## src/rtl/mem_responder.sv

```systemverilog
// mem_responder
//   Dual-port register-file responder on the memory side of the
//   read_rq/write_rq request interface. Reads are registered (1-cycle
//   latency), written entries are tracked in valid_mask, bad accesses are
//   flagged, and completed transactions are counted with saturation.
//
//   Build option: define MEM_BYPASS_EN for write-first behaviour on a
//   same-address read/write collision. Without it the collision is
//   read-first: the read sees the contents from before the write.
//
// Ports
//   clk         system clock, rising edge
//   rst         asynchronous active-low reset
//   write_rq    write request
//   w_address   write address
//   write_data  write data
//   read_rq     read request
//   r_address   read address
//   read_data   registered read data (holds when no read is requested)
//   read_valid  read_data carries a good read result this cycle
//   read_err    previous read was out of range or hit an unwritten entry
//   write_err   previous write was out of range (1-cycle pulse)
//   valid_mask  bit i set once entry i has been written since reset
//   wr_count    accepted writes, saturating
//   rd_count    good reads, saturating
module mem_responder #(
  parameter int DATA_WIDTH = 5,
  parameter int ADDR_WIDTH = 4,
  parameter int DEPTH      = 8,
  parameter int CNT_WIDTH  = 8
) (
  input  logic                  clk,
  input  logic                  rst,
  input  logic                  write_rq,
  input  logic [ADDR_WIDTH-1:0] w_address,
  input  logic [DATA_WIDTH-1:0] write_data,
  input  logic                  read_rq,
  input  logic [ADDR_WIDTH-1:0] r_address,
  output logic [DATA_WIDTH-1:0] read_data,
  output logic                  read_valid,
  output logic                  read_err,
  output logic                  write_err,
  output logic [DEPTH-1:0]      valid_mask,
  output logic [CNT_WIDTH-1:0]  wr_count,
  output logic [CNT_WIDTH-1:0]  rd_count
);

  // Comparison width wide enough for both the full address and DEPTH, so
  // upper address bits always take part in the range check.
  localparam int CMP_W = (ADDR_WIDTH > 31) ? ADDR_WIDTH + 1 : 32;

  logic [DATA_WIDTH-1:0] mem_q [DEPTH];
  logic [DATA_WIDTH-1:0] mem_d [DEPTH];
  logic [DEPTH-1:0]      valid_q, valid_d;
  logic [DATA_WIDTH-1:0] read_data_q, read_data_d;
  logic                  read_valid_q, read_valid_d;
  logic                  read_err_q, read_err_d;
  logic                  write_err_q, write_err_d;
  logic [CNT_WIDTH-1:0]  wr_count_q, wr_count_d;
  logic [CNT_WIDTH-1:0]  rd_count_q, rd_count_d;

  logic                  w_in_range;
  logic                  r_in_range;
  logic [DATA_WIDTH-1:0] rd_entry;
  logic                  rd_entry_valid;
  logic                  rd_good;
  logic [DATA_WIDTH-1:0] rd_value;
  logic                  collision;

  always_comb begin
    mem_d          = mem_q;
    valid_d        = valid_q;
    read_data_d    = read_data_q;
    read_valid_d   = 1'b0;
    read_err_d     = 1'b0;
    write_err_d    = 1'b0;
    wr_count_d     = wr_count_q;
    rd_count_d     = rd_count_q;
    rd_entry       = '0;
    rd_entry_valid = 1'b0;
    rd_good        = 1'b0;
    rd_value       = '0;

    w_in_range = CMP_W'(w_address) < CMP_W'(DEPTH);
    r_in_range = CMP_W'(r_address) < CMP_W'(DEPTH);
    collision  = write_rq && read_rq && w_in_range && r_in_range &&
                 (r_address == w_address);

    // Read lookup uses pre-write state; this is what makes the default
    // build read-first on a collision.
    for (int i = 0; i < DEPTH; i++) begin
      if (CMP_W'(r_address) == CMP_W'(i)) begin
        rd_entry       = mem_q[i];
        rd_entry_valid = valid_q[i];
      end
    end

    if (write_rq) begin
      if (w_in_range) begin
        for (int i = 0; i < DEPTH; i++) begin
          if (CMP_W'(w_address) == CMP_W'(i)) begin
            mem_d[i]   = write_data;
            valid_d[i] = 1'b1;
          end
        end
        if (wr_count_q != '1) wr_count_d = wr_count_q + 1'b1;
      end else begin
        write_err_d = 1'b1;
      end
    end

    if (read_rq) begin
      rd_good  = r_in_range && rd_entry_valid;
      rd_value = rd_entry;
`ifdef MEM_BYPASS_EN
      if (collision) begin
        rd_good  = 1'b1;
        rd_value = write_data;
      end
`endif
      if (rd_good) begin
        read_data_d  = rd_value;
        read_valid_d = 1'b1;
        if (rd_count_q != '1) rd_count_d = rd_count_q + 1'b1;
      end else begin
        read_data_d = '0;
        read_err_d  = 1'b1;
      end
    end
  end

  always_ff @(posedge clk or negedge rst) begin
    if (!rst) begin
      for (int i = 0; i < DEPTH; i++) mem_q[i] <= '0;
      valid_q      <= '0;
      read_data_q  <= '0;
      read_valid_q <= 1'b0;
      read_err_q   <= 1'b0;
      write_err_q  <= 1'b0;
      wr_count_q   <= '0;
      rd_count_q   <= '0;
    end else begin
      for (int i = 0; i < DEPTH; i++) mem_q[i] <= mem_d[i];
      valid_q      <= valid_d;
      read_data_q  <= read_data_d;
      read_valid_q <= read_valid_d;
      read_err_q   <= read_err_d;
      write_err_q  <= write_err_d;
      wr_count_q   <= wr_count_d;
      rd_count_q   <= rd_count_d;
    end
  end

  assign read_data  = read_data_q;
  assign read_valid = read_valid_q;
  assign read_err   = read_err_q;
  assign write_err  = write_err_q;
  assign valid_mask = valid_q;
  assign wr_count   = wr_count_q;
  assign rd_count   = rd_count_q;

endmodule
```

## config.mk

```make
export PLATFORM = sky130hd
export DESIGN_NAME = mem_responder
export DESIGN_NICKNAME = d
export VERILOG_FILES = /design/src/rtl/mem_responder.sv
export SDC_FILE = /design/constraint.sdc
export NUM_CORES = 1
export LEC_CHECK = 0
export BUFFER_PORTS_ARGS = -buffer_cell sky130_fd_sc_hd__buf_2
export CORE_ASPECT_RATIO = 1.4
export CORE_MARGIN = 1
export CORE_UTILIZATION = 51
export DETAILED_ROUTE_END_ITERATION = 12
export GPL_TIMING_DRIVEN = 1
export HOLD_SLACK_MARGIN = 0.05
export PLACE_DENSITY = 0.73
export RECOVER_POWER = 25
export SYNTH_ARGS = -nofsm -noshare
export SYNTH_HDL_FRONTEND = slang
export SYNTH_SLANG_ARGS = --single-unit
```

## constraint.sdc

```tcl
create_clock -name clk -period 1.9 [get_ports clk]
set_input_delay 0.38 -clock clk [delete_from_list [all_inputs] [get_ports clk]]
set_output_delay 0.38 -clock clk [all_outputs]
set_load 0.02 [all_outputs]
```

==> results_dict.tcl <==
set metrics [dict create \
    run_status "complete, but fails checks" \
    violations "design-rule violations, max-capacitance violations, max-slew violations" \
    worstSetupPathType "flop to flop" \
    peakVddDrop_v 0.000875 \
    num_antenna_cells 0 \
    netlist_area_mm2 0.00341 \
    cts_tree "done" \
    routed_via_density 5.67 \
    grt_pass1_wl_um 12300 \
    ys_async_sr_fraction_pct 100 \
    crit_fanout 7 \
    finalSetupViolCount 0 \
    io_pins 49 \
    layout_common_cells "72 x dfrtp_1, 48 x buf_2, 29 x buf_4" \
    min_period_ns 1.78 \
    num_vias 2415 \
    crit_family "compound AO/OA/AOI/OAI gates" \
    start_kind "flop" \
    start_util_pct 53.8 \
    synth_cell_type_count 56 \
    h-tree-depth 3 \
    portBuffers 48 \
    dr.first_iter.drc_count 119 \
    p_total_uw 4570 \
    area_growth_pct 21.1 \
    grt_remaining_overflow 0 \
    synth-compound-area-share_pct 9.87 \
    r2r_end "rd_count[1]$_DFFE_PN0P_" \
    fmax_mhz 561 \
    hold_class "primary input to flop" \
    powerDensity_mw_per_mm2 1110 \
    synthAdderAreaFrac_pct 0.734 \
    cp_data_required_time_ns 2.13 \
    grt_pass1_vias 2523 \
    fillers 493 \
    path_cells "ha_1 -> nand3_1 -> o21ai_0 -> a211o_1 -> o21ai_4 -> mux2_4" \
    dp_hpwl_um 5450 \
    crit_buf_inv 0 \
    tightest_slew_ns 1.54 \
    leakage_uw 0.00195 \
    grt_usage_pct 23.5 \
    fp.dieW_um 71.1 \
    drive_above_1_share_pct 38.1 \
    clock_latency_ns 0.34 \
    grt_max_degree 73 \
    slowest_delay_ns 0.41 \
    cap_violations 1 \
    finalCritPeriodShare_pct 93.8 \
    antenna_left 0 \
    wl_per_cell_um 17.6 \
    cts_max_path_buffers 2 \
    post_synth.cell_area_avg_um2 12.6 \
    fin_util_pct 65.1 \
    floorplan.rows 34 \
    holdPathStages 2 \
    r2r_start "rd_count[1]$_DFFE_PN0P_" \
    synthMuxAreaShare_pct 17.2 \
    finalMaxSlewViolations 73 \
    clk_pin_slew_ns 0.07 \
    final_hold_viol_count 0 \
    first_pass_iters 9 \
    synth_top_family_by_area "multiplexers" \
    final_common_cell "dfrtp_1" \
    fin_nets 369 \
    syn_nets 290 \
    fp.dieH_um 98.8 \
    end_kind "flop" \
    grt_setup_unrepaired "false" \
    cts.sinks 72 \
    seq_area_mm2 0.00180 \
    hold_start "write_rq" \
    die_area_mm2 0.00702 \
    gp_congestion 0.838 \
    root_buffer "clkbuf_8" \
    reg2reg_depth 6 \
    synth_edf_count 0 \
    yosys.area_share.simple_pct 12.8 \
    route.detailed.drc 6 \
    multi_input_area_mm2 0.00150 \
    core_mm2 0.00634 \
    slew_headroom_pct -2.66 \
    ys_seq_area_share_pct 52.8 \
    hold_end "write_err$_DFF_PN0_" \
    antenna_found_initial 0 \
    postCtsResizedCells 0 \
    cp.arrival_ns 2.02 \
    skew_ns 0.00853 \
    ys.flop_type "dfrtp_1" \
    wirelength_um 7500 \
    cp_slowest_cell "dfrtp_1" \
    ys_ff_latch 72 \
    synthXorXnorAreaFrac_pct 3.34 \
    ff2ff_setup_slack_ns 0.12 \
    yosys_warnings 0 \
    syn_inst 271 \
    numCtsBuffers 9 \
]
-- stage by stage --
stage               instances  TNS [ns]  worst slack [ns]  cell area [um^2]  hold slack (ns)
finish                    426         0             0.118              4130            0.283
global route              426         0           0.00317              4130            0.280
CTS                       424         0            0.0886              4130           0.0525
detailed placement        409   -0.0261           -0.0159              3910            0.434
global placement          409         0            0.0348              3910            0.435
floorplan                 271         0            0.0399              3410           0.0844
-- area by class of cell --
| class | count | share of cell area [%] |
|---|---|---|
| inverters | 10 | 0.909 |
| multi-input cells | 178 | 36.3 |
| clock buffers | 12 | 3.76 |
| clock inverters | 3 | 1.58 |
| flip-flops and latches | 72 | 43.6 |
| well taps | 72 | 2.18 |
| repair buffers | 79 | 11.7 |
-- flip-flops by register name, summed over array words and instances (netlist names) --
| name | count |
|---|---|
| read_valid | 1 |
| valid_mask | 8 |
| wr_count | 8 |
| write_err | 1 |
| read_data | 5 |
| mem_q | 40 |
| rd_count | 8 |
| read_err | 1 |
-- synth_stat cells (4+ instances only) --
cell	count	share of area [%]
inv_1	10	1.1
a21oi_1	8	1.2
a211oi_1	4	0.88
dfrtp_1	72	53
mux2_1	21	6.9
mux2i_1	6	1.8
nor2_1	11	1.2
nand4_1	6	1.1
xnor2_1	11	2.8
or2_2	4	0.73
nand2_1	10	1.1
and3_1	9	1.7
nand2b_1	7	1.3
mux2_2	21	6.9
clkbuf_1	4	0.44
-- how the worst max path moves through the flow --
stage                     cells past startpoint  slack [ns]                     from                       end
after floorplan                               6        0.04  rd_count[0]$_DFFE_PN0P_   rd_count[1]$_DFFE_PN0P_
after global placement                        7        0.03             r_address[1]   rd_count[6]$_DFFE_PN0P_
after detailed placement                      8       -0.02             r_address[0]  read_data[2]$_DFFE_PN0P_
after CTS                                     6        0.09  rd_count[1]$_DFFE_PN0P_   rd_count[1]$_DFFE_PN0P_
after global routing                          7       0.003  rd_count[1]$_DFFE_PN0P_   rd_count[7]$_DFFE_PN0P_
final                                         6        0.12  rd_count[1]$_DFFE_PN0P_   rd_count[1]$_DFFE_PN0P_
-- where the power goes --
| part | switching (uW) | leakage, uW | total, uW | internal (uW) |
|---|---|---|---|---|
| sequential | 254 | 0.000886 | 2120 | 1870 |
| combinational | 568 | 0.000956 | 1090 | 526 |
| clock | 551 | 0.000112 | 1350 | 803 |
| total | 1370 | 0.00195 | 4570 | 3200 |
-- kinds of logic after synthesis --
logic type / count (synthesis)
compound gates: 40
xor+xnor: 13
buf+inv: 21
simple gates: 72
flops: 72
mux: 51
fa+ha+maj: 2
-- layer usage --
metal,track usage (%),vias up,share of wire [%]
met5,0,-,0
met4,10.3,0,2.3
met3,4.60,14,3.5
met2,41.7,72,52
met1,27.3,1196,42
li1,-,1133,-
-- repair_timing --
action | in CTS | in global routing
buffers inserted | 0 | 2
endpoints found under the setup margin | 0 | 1
hold buffers | 0 | 0
No activity file was read; power rests on OpenSTA's default activity.
